### src/rtl/k_and_s_pkg.sv
// Shared types for the K-and-S control unit: decoded instruction codes,
// control FSM states and ALU operation encodings.
package k_and_s_pkg;

   typedef enum logic [3:0] {
      I_NOP    = 4'd0,
      I_ADD    = 4'd1,
      I_SUB    = 4'd2,
      I_AND    = 4'd3,
      I_OR     = 4'd4,
      I_MOVE   = 4'd5,
      I_LOAD   = 4'd6,
      I_STORE  = 4'd7,
      I_BRANCH = 4'd8,
      I_BZERO  = 4'd9,
      I_BNZERO = 4'd10,
      I_BNEG   = 4'd11,
      I_BNNEG  = 4'd12,
      I_BOV    = 4'd13,
      I_BNOV   = 4'd14,
      I_HALT   = 4'd15
   } decoded_instruction_type;

   typedef enum logic [3:0] {
      S_FETCH      = 4'd0,
      S_FETCH_WAIT = 4'd1,
      S_LATCH_IR   = 4'd2,
      S_DECODE     = 4'd3,
      S_EXEC_ALU   = 4'd4,
      S_LOAD_WAIT  = 4'd5,
      S_LOAD_WB    = 4'd6,
      S_STORE      = 4'd7,
      S_BRANCH     = 4'd8,
      S_HALT       = 4'd9
   } state_t;

   localparam logic [1:0] OP_OR  = 2'b00;
   localparam logic [1:0] OP_ADD = 2'b01;
   localparam logic [1:0] OP_SUB = 2'b10;
   localparam logic [1:0] OP_AND = 2'b11;

   // ALU operation for an arithmetic/logic instruction; MOVE passes through as OR.
   function automatic logic [1:0] alu_op(input decoded_instruction_type ins);
      case (ins)
         I_ADD:   alu_op = OP_ADD;
         I_SUB:   alu_op = OP_SUB;
         I_AND:   alu_op = OP_AND;
         default: alu_op = OP_OR;
      endcase
   endfunction

   // True for instructions whose result updates the datapath flags.
   function automatic logic updates_flags(input decoded_instruction_type ins);
      updates_flags = (ins == I_ADD) || (ins == I_SUB) ||
                      (ins == I_AND) || (ins == I_OR);
   endfunction

endpackage

### src/rtl/ks_wait_counter.sv
// Memory wait-state counter: loadable, counts down to zero and holds there.
module ks_wait_counter (
   input  logic       clk,
   input  logic       rst_n,
   input  logic       load,
   input  logic [3:0] load_val,
   input  logic       dec,
   output logic       zero
);

   logic [3:0] cnt;

   // Load takes priority over decrement; the count never wraps below zero.
   always_ff @(posedge clk or negedge rst_n) begin
      if (!rst_n) begin
         cnt <= 4'd0;
      end else if (load) begin
         cnt <= load_val;
      end else if (dec && (cnt != 4'd0)) begin
         cnt <= cnt - 4'd1;
      end
   end

   assign zero = (cnt == 4'd0);

endmodule

### src/rtl/ks_control_fsm.sv
// Multi-cycle control FSM for the K-and-S processor: fetch, decode and
// execute sequencing, memory wait states, single-step and retire count.
module ks_control_fsm
   import k_and_s_pkg::*;
#(
   parameter int unsigned MEM_WAIT  = 0,
   parameter bit          OV_SIGNED = 1'b1,
   parameter int unsigned CNT_W     = 16
) (
   input  logic                    clk,
   input  logic                    rst_n,
   input  decoded_instruction_type decoded_instruction,
   input  logic                    zero_op,
   input  logic                    neg_op,
   input  logic                    unsigned_overflow,
   input  logic                    signed_overflow,
   input  logic                    step_mode,
   input  logic                    step_req,
   output logic                    branch,
   output logic                    pc_enable,
   output logic                    ir_enable,
   output logic                    write_reg_enable,
   output logic                    addr_sel,
   output logic                    c_sel,
   output logic                    flags_reg_enable,
   output logic                    ram_write_enable,
   output logic [1:0]              operation,
   output logic                    halt,
   output logic [CNT_W-1:0]        retired
);

   localparam bit          HAS_WAIT  = (MEM_WAIT > 0);
   localparam int unsigned WAIT_INI  = HAS_WAIT ? (MEM_WAIT - 1) : 0;
   localparam logic [3:0]  WAIT_LOAD = 4'(WAIT_INI);

   state_t state, state_n;
   logic   cnt_load, cnt_dec, cnt_zero;
   logic   ret_inc;
   logic   ov_flag;
   logic   cond_taken;

   assign ov_flag = OV_SIGNED ? signed_overflow : unsigned_overflow;

   ks_wait_counter u_wait (
      .clk      (clk),
      .rst_n    (rst_n),
      .load     (cnt_load),
      .load_val (WAIT_LOAD),
      .dec      (cnt_dec),
      .zero     (cnt_zero)
   );

   // State register; reset returns to FETCH so all outputs drop at once.
   always_ff @(posedge clk or negedge rst_n) begin
      if (!rst_n) begin
         state <= S_FETCH;
      end else begin
         state <= state_n;
      end
   end

   // Retired-instruction counter, wraps naturally at its width.
   always_ff @(posedge clk or negedge rst_n) begin
      if (!rst_n) begin
         retired <= '0;
      end else if (ret_inc) begin
         retired <= retired + CNT_W'(1);
      end
   end

   // Branch condition evaluation on the flags presented during DECODE.
   always_comb begin
      cond_taken = 1'b0;
      case (decoded_instruction)
         I_BZERO:  cond_taken = zero_op;
         I_BNZERO: cond_taken = !zero_op;
         I_BNEG:   cond_taken = neg_op;
         I_BNNEG:  cond_taken = !neg_op;
         I_BOV:    cond_taken = ov_flag;
         I_BNOV:   cond_taken = !ov_flag;
         default:  cond_taken = 1'b0;
      endcase
   end

   // Next-state, datapath controls and retire strobe.
   always_comb begin
      state_n          = state;
      branch           = 1'b0;
      pc_enable        = 1'b0;
      ir_enable        = 1'b0;
      write_reg_enable = 1'b0;
      addr_sel         = 1'b0;
      c_sel            = 1'b0;
      flags_reg_enable = 1'b0;
      ram_write_enable = 1'b0;
      operation        = OP_OR;
      halt             = 1'b0;
      cnt_load         = 1'b0;
      cnt_dec          = 1'b0;

      case (state)
         S_FETCH: begin
            if (!(step_mode && !step_req)) begin
               if (HAS_WAIT) begin
                  state_n  = S_FETCH_WAIT;
                  cnt_load = 1'b1;
               end else begin
                  state_n = S_LATCH_IR;
               end
            end
         end
         S_FETCH_WAIT: begin
            if (cnt_zero) state_n = S_LATCH_IR;
            else          cnt_dec = 1'b1;
         end
         S_LATCH_IR: begin
            ir_enable = 1'b1;
            pc_enable = 1'b1;
            state_n   = S_DECODE;
         end
         S_DECODE: begin
            case (decoded_instruction)
               I_ADD, I_SUB, I_AND, I_OR, I_MOVE: state_n = S_EXEC_ALU;
               I_LOAD: begin
                  addr_sel = 1'b1;
                  if (HAS_WAIT) begin
                     state_n  = S_LOAD_WAIT;
                     cnt_load = 1'b1;
                  end else begin
                     state_n = S_LOAD_WB;
                  end
               end
               I_STORE: begin
                  addr_sel = 1'b1;
                  state_n  = S_STORE;
               end
               I_BRANCH: state_n = S_BRANCH;
               I_BZERO, I_BNZERO, I_BNEG, I_BNNEG, I_BOV, I_BNOV:
                  state_n = cond_taken ? S_BRANCH : S_FETCH;
               I_HALT:  state_n = S_HALT;
               default: state_n = S_FETCH;
            endcase
         end
         S_EXEC_ALU: begin
            write_reg_enable = 1'b1;
            c_sel            = 1'b1;
            operation        = alu_op(decoded_instruction);
            flags_reg_enable = updates_flags(decoded_instruction);
            state_n          = S_FETCH;
         end
         S_LOAD_WAIT: begin
            addr_sel = 1'b1;
            if (cnt_zero) state_n = S_LOAD_WB;
            else          cnt_dec = 1'b1;
         end
         S_LOAD_WB: begin
            addr_sel         = 1'b1;
            write_reg_enable = 1'b1;
            state_n          = S_FETCH;
         end
         S_STORE: begin
            addr_sel         = 1'b1;
            ram_write_enable = 1'b1;
            state_n          = S_FETCH;
         end
         S_BRANCH: begin
            branch    = 1'b1;
            pc_enable = 1'b1;
            state_n   = S_FETCH;
         end
         S_HALT: begin
            halt = 1'b1;
         end
         default: state_n = S_FETCH;
      endcase

      ret_inc = ((state_n == S_FETCH) &&
                 ((state == S_EXEC_ALU) || (state == S_LOAD_WB) ||
                  (state == S_STORE) || (state == S_BRANCH) ||
                  (state == S_DECODE))) ||
                ((state_n == S_HALT) && (state != S_HALT));
   end

endmodule

### config.mk
export PLATFORM = sky130hd
export DESIGN_NAME = ks_control_fsm
export DESIGN_NICKNAME = d
export VERILOG_FILES = /design/src/rtl/k_and_s_pkg.sv /design/src/rtl/ks_wait_counter.sv /design/src/rtl/ks_control_fsm.sv
export SDC_FILE = /design/constraint.sdc
export NUM_CORES = 1
export LEC_CHECK = 0
export BUFFER_PORTS_ARGS = -buffer_cell sky130_fd_sc_hd__buf_2
export CELL_PAD_IN_SITES_DETAIL_PLACEMENT = 1
export CELL_PAD_IN_SITES_GLOBAL_PLACEMENT = 1
export CORE_MARGIN = 5
export CORE_UTILIZATION = 36
export CTS_CLUSTER_DIAMETER = 150
export CTS_CLUSTER_SIZE = 16
export DETAILED_ROUTE_END_ITERATION = 10
export PLACE_DENSITY = 0.79
export RECOVER_POWER = 50
export SLEW_MARGIN = 20
export SYNTH_ARGS = -nofsm -noshare
export SYNTH_HDL_FRONTEND = slang
export SYNTH_HIERARCHICAL = 1
export SYNTH_SLANG_ARGS = --single-unit
### constraint.sdc
create_clock -name clk -period 2.4 [get_ports clk]
set_clock_uncertainty 0.15 [all_clocks]
set_input_delay 0.48 -clock clk [delete_from_list [all_inputs] [get_ports clk]]
set_output_delay 0.48 -clock clk [all_outputs]
set_load 0.01 [all_outputs]
After elaboration in Yosys (flattened, before gate mapping)
Index checks and enable logic that the tools add are counted.
{"block": "word_totals", "regBits": 24, "latch_bits": 0, "ram_bits": 0, "romBits": 0, "in_bits": 12, "out_inout_bits": 27, "wordCells": 79, "n_memories": 0}
{"block": "classes", "add_sub_neg": 2, "multipliers": 0, "n_div": 0, "order_cmp": 0, "n_eq_ne": 26, "shifts": 0, "mux": 21, "bitwise": 0, "n_reduce_logical": 27}
{"cell": "4-bit one-hot mux with 6 select lines", "n": 2}
{"cell": "4-bit equality test, second input constant", "n": 11}
{"cell": "4-bit by 3-bit equality test with 1-bit output, second input constant", "n": 8}
{"cell": "16-bit by 1-bit adder with 16-bit output, second input constant", "n": 1}
{"cell": "4-bit by 2-bit equality test with 1-bit output, second input constant", "n": 4}
{"cell": "4-bit 2-to-1 mux", "n": 4}
{"cell": "4-bit logical NOT", "n": 3}
{"cell": "1-bit 2-to-1 mux", "n": 11}
{"cell": "4-bit by 1-bit equality test with 1-bit output, second input constant", "n": 2}
{"cell": "1-bit logical OR", "n": 8}
{"cell": "2-bit OR reduction", "n": 4}
{"cell": "1-bit one-hot mux with 6 select lines", "n": 1}
{"cell": "2-bit one-hot mux with 3 select lines", "n": 1}
{"cell": "6-bit OR reduction", "n": 1}
{"cell": "5-bit OR reduction", "n": 1}
{"cell": "1-bit logical AND", "n": 4}
{"cell": "1-bit logical NOT", "n": 4}
{"cell": "4-bit inequality test, second input constant", "n": 1}
{"cell": "4-bit nonzero test", "n": 1}
{"cell": "4-bit by 1-bit subtractor with 4-bit output, second input constant", "n": 1}
{"cell": "3-bit OR reduction", "n": 1}
{"cell": "2-bit 2-to-1 mux", "n": 1}
{"cell": "1-bit one-hot mux with 2 select lines", "n": 1}

Logic depth before layout (Yosys ltp)
{"block": "depth", "depth_word": 8, "ltp_mapped": 10, "depth_no_buf": 9}

Hierarchy
The synthesis kept the hierarchy.
{"module": "ks_control_fsm", "n_inst": 1, "cells_per_inst": 121, "area_per_inst_um2": 1242.4, "seq_area_each_um2": 500.5}
{"module": "ks_wait_counter", "n_inst": 1, "cells_per_inst": 27, "area_per_inst_um2": 270.3, "seq_area_each_um2": 100.1}

Worst setup path before layout
Ideal clock, no wire load.
{"block": "synth_timing", "path_kind": "flip-flop to flip-flop", "from": "reg u_wait.cnt[0]", "to": "reg retired[1]", "setup_time_ps": 128, "arrival_time_ps": 1990, "t_required_ps": 2122, "setup_slack_ps": 132, "stages_incl_launch_ff": 10, "path_buffers": 1, "period_less_slack_ps": 2268, "cell_sequence": "dfrtp_1 inv_1 ha_1 nor3b_2 or2_2 a21o_1 nand3_2 mux2i_4 buf_6 mux2_1"}
{"block": "synth_between", "elab_chain_len": 6, "elab_cells_between_ends": 9, "classes_between": "1 x eq/ne; 3 x mux; 5 x reduce/logical"}
{"element": "start, declared", "line_no": "ks_wait_counter.sv:11", "source": "logic [3:0] cnt;"}
{"element": "start signal, assigned", "line_no": "ks_wait_counter.sv:18", "source": "cnt <= load_val;"}
{"element": "start signal, assigned", "line_no": "ks_wait_counter.sv:20", "source": "cnt <= cnt - 4'd1;"}
{"element": "4-bit logical NOT (*)", "line_no": "ks_wait_counter.sv:24", "source": "assign zero = (cnt == 4'd0);"}
{"element": "via cnt_zero", "line_no": "ks_control_fsm.sv:37", "source": "logic cnt_load, cnt_dec, cnt_zero;"}
{"element": "4-bit 2-to-1 mux, on equally long branches", "line_no": "ks_control_fsm.sv:153, ks_control_fsm.sv:113"}
{"element": "4-bit one-hot mux with 6 select lines (*)", "line_no": "ks_control_fsm.sv:101", "source": "case (state)"}
{"element": "via state_n[0]", "line_no": "ks_control_fsm.sv:36", "source": "state_t state, state_n;"}
{"element": "4-bit equality test or 4-bit logical NOT (tied branches)", "line_no": "ks_control_fsm.sv:181, ks_control_fsm.sv:177"}
{"element": "1-bit logical AND, on equally long branches", "line_no": "ks_control_fsm.sv:181, ks_control_fsm.sv:177"}
{"element": "1-bit logical OR (*)", "line_no": "ks_control_fsm.sv:180", "source": "(state == S_DECODE))) ||"}
{"element": "end signal, assigned", "line_no": "ks_control_fsm.sv:67", "source": "retired <= retired + CNT_W'(1);"}
{"element": "end, declared", "line_no": "ks_control_fsm.sv:29", "source": "output logic [CNT_W-1:0] retired"}
The timed path passes the listed nets; every way through them passes the cells marked *.
A chain may end at the register's enable or synchronous reset.

Worst setup path after layout
Same ends and word-level chain as after synthesis.

==> flow_summary_export.csv <==
group,metric,value,unit
sta,fin_crit,2.32,ns
worst_setup_path,r2r_start,"u_wait/cnt[0]$_DFFE_PN0P_",
min_path,hold_path.class,"input port to asynchronous set/reset pin",
die,die_area,0.00560,sq mm
worst_setup_path,r2r_setup_slack,0.08,ns
clock_tree,cts_buffers,3,
clock_tree,clkTransAtPathRegs,0.09,ns
run,maxCapViolations,0,
worst_setup_path,slowest_delay,0.41,ns
power,ir_drop,0.411,mV
yosys,seq_area_frac_synth,39.7,%
die,core_area,0.00403,sq mm
sta,worst_pin_slew,1.32,ns
die,die_width,74.8,um
grt,antenna_found_initial,0,
sta,hold_viol,0,
yosys,synthFlopType,"dfrtp_1",
grt,grt_max_degree,25,
yosys,synth_edf_count,0,
worst_setup_path,crit_fanout,8,
clock_tree,cts_sinks,24,
sta,period_share,96.5,%
cells_and_area,n_fill_cell,474,
die,rows,23,
yosys,ys_warn_count,6,
worst_setup_path,critPathArrivalTime,2.32,ns
die,pin_count,39,
placement,routabilityCongestion,0.760,
yosys,syn_avg_cell_area,10.2,sq um
sta,slew_violations,0,
cells_and_area,layout_commonest_cell,"buf_2",
clock_tree,cts_root_buffer,"clkbuf_8",
route,first_iter_violations,22,
route,first_pass_iters,4,
yosys,synthCells,148,
worst_setup_path,timing.rr.end,"retired[1]$_DFFE_PN0P_",
cells_and_area,drive_above_1_share,29.5,%
grt,grt_pass1_vias,1364,
route,route.detailed.drc,0,
worst_setup_path,rr_worst_depth,8,
worst_setup_path,crit_chain,"inv_1 -> ha_2 -> nor3b_2 -> or2_2 -> a21o_1 -> nand3_4 -> mux2i_4 -> mux2_1",
worst_setup_path,slowest_stage,"dfrtp_1",
sta,maxSlewHeadroom,11.9,%
yosys,syn_area,0.00151,sq mm
power,power.leakage,0.768,nW
cells_and_area,mostFrequentLayoutCells,"25 x buf_2, 23 x dfrtp_1, 12 x xor2_1, 12 x clkbuf_1, 11 x nor2_1",
yosys,synth-async-reset-ratio,100,%
die,initial_core_util,37.5,%
worst_setup_path,start_kind,"flip-flop",
clock_tree,worstSkewPairLatency,0.26,ns
placement,port_buffers,37,
route,totalWireLength,4080,um
yosys,yosys-top-cells-area,"dfrtp_1 40%, xor2_1 6.9%, nor3_2 4.6%",
power,p_per_area,1050,mW/mm^2
run_status,status,"finished, final reports clean",
route,vias_per_cell,5.31,
cells_and_area,fin_nets,205,
yosys,yosys.area.top_type,"dfrtp_1",
worst_setup_path,worstSetupPathType,"flip-flop to flip-flop",
clock_tree,postCtsHoldBufs,0,
clock_tree,htree_levels,1,
worst_setup_path,end_kind,"flip-flop",
die,die_h,74.8,um
yosys,synth_top_area_share,39.7,%
grt,grt_pass1_wl,6490,um
yosys,synth-seq-cells,24,
route,route.antenna.remaining_nets,0,
sta,tns,0,ns
sta,finalSetupViolations,0,
placement,dp_hpwl,3000,um
worst_setup_path,critPathRequiredTime,2.41,ns
cells_and_area,syn2layout_area_growth,21.0,%
sta,hold_slack,0.337,ns
yosys,yosysUniqueCellTypes,46,
route,wl_per_cell,17.0,um
sta,fmax,0.432,GHz
grt,grt_usage,14.9,%
clock_tree,cts_tree,"built",
cells_and_area,diodes,0,
clock_tree,clockBufferDepth,2,
route,route.vias.total,1275,
grt,overflow,0,
kinds of logic after synthesis:
logic type / Yosys count / synth area share, %
multiplexers: 4 / 3.56
AND/OR/NAND/NOR: 69 / 30.4
AO/OA/AOI/OAI: 19 / 10.0
adder cells (fa/ha/maj): 2 / 1.65
flip-flops: 24 / 39.7
other: 1 / 0.248
buffers and inverters: 14 / 5.71
XOR/XNOR: 15 / 8.69
report_power, final:
part	switching (mW)	leakage, nW	internal (mW)
clock network	0.127	0.0288	0.146
logic	0.559	0.465	0.376
registers	0.189	0.274	0.530
total	0.876	0.768	1.05
repair_timing:
action | in CTS | in global routing
setup endpoints to repair | 7 | 7
pin swaps | 1 | 1
setup buffers | 1 | 0
gates cloned | 1 | 0
gates resized for setup | 2 | 5
through the flow:
step                worst slack, ns  util (%)  power, mW  cell area, sq um  cells
global route                -0.0288      45.4       2.06              1830    240
global placement             0.0200      43.0       1.50              1730    234
detailed placement          -0.0679      43.0       1.57              1730    234
finish                       0.0845      45.4       1.93              1830    240
floorplan                     0.132         -       1.30              1530    152
CTS                         -0.0185      45.2       1.92              1820    240
how the worst max path moves through the flow:
stage | startpoint | end | slack, ns
floorplan | u_wait/cnt[0]$_DFFE_PN0P_ | retired[1]$_DFFE_PN0P_ | 0.13
global placement | decoded_instruction[2] | retired[1]$_DFFE_PN0P_ | 0.02
detailed placement | u_wait/cnt[0]$_DFFE_PN0P_ | retired[1]$_DFFE_PN0P_ | -0.07
CTS | u_wait/cnt[1]$_DFFE_PN0P_ | retired[15]$_DFFE_PN0P_ | -0.02
global route | u_wait/cnt[0]$_DFFE_PN0P_ | retired[1]$_DFFE_PN0P_ | -0.03
finish | u_wait/cnt[0]$_DFFE_PN0P_ | retired[1]$_DFFE_PN0P_ | 0.08
per-layer routing:
layer | track usage (%) | vias to the layer above | part of all wire [%]
met5 | 0 | - | 0
met4 | 3.75 | 0 | 1.2
met3 | 2.40 | 7 | 5.1
met2 | 27.6 | 36 | 52
met1 | 17.8 | 629 | 41
li1 | - | 603 | -
cell type report:
cell class	instances	area (sq um)	area share, %
inverters	7	26.3	1.44
multi-input cells	115	892	48.7
flip-flops and latches	24	602	32.9
well taps	50	62.6	3.42
repair buffers	40	193	10.5
clock buffers	4	55.1	3.01
flip-flops by register name (all words and copies together) (netlist names):
register	count
retired	16
u_wait/cnt	4
state	4
critical path, delay by kind of cell (launching register included):
family	cells	cell delay, ns
AO/OA/AOI/OAI	1	0.17
multiplexers	2	0.75
AND/OR/NAND/NOR	3	0.44
adder cells (fa/ha/maj)	1	0.20
flip-flops	1	0.41
buffers and inverters	1	0.08
synthesized netlist by cell type (2+ instances only):
master	number
a21oi_1	2
and2_1	2
and4_1	2
buf_2	3
buf_6	4
dfrtp_1	24
ha_1	2
inv_1	7
mux2i_1	2
nand2_1	10
nand2b_1	3
nand3_1	5
nor2_1	11
nor3_1	6
nor3_2	7
nor3b_1	7
nor4b_2	2
nor4bb_1	2
o211ai_2	2
o21ai_0	5
or2_2	2
xnor2_1	3
xor2_1	12
Power figures use the tool's default switching activity.
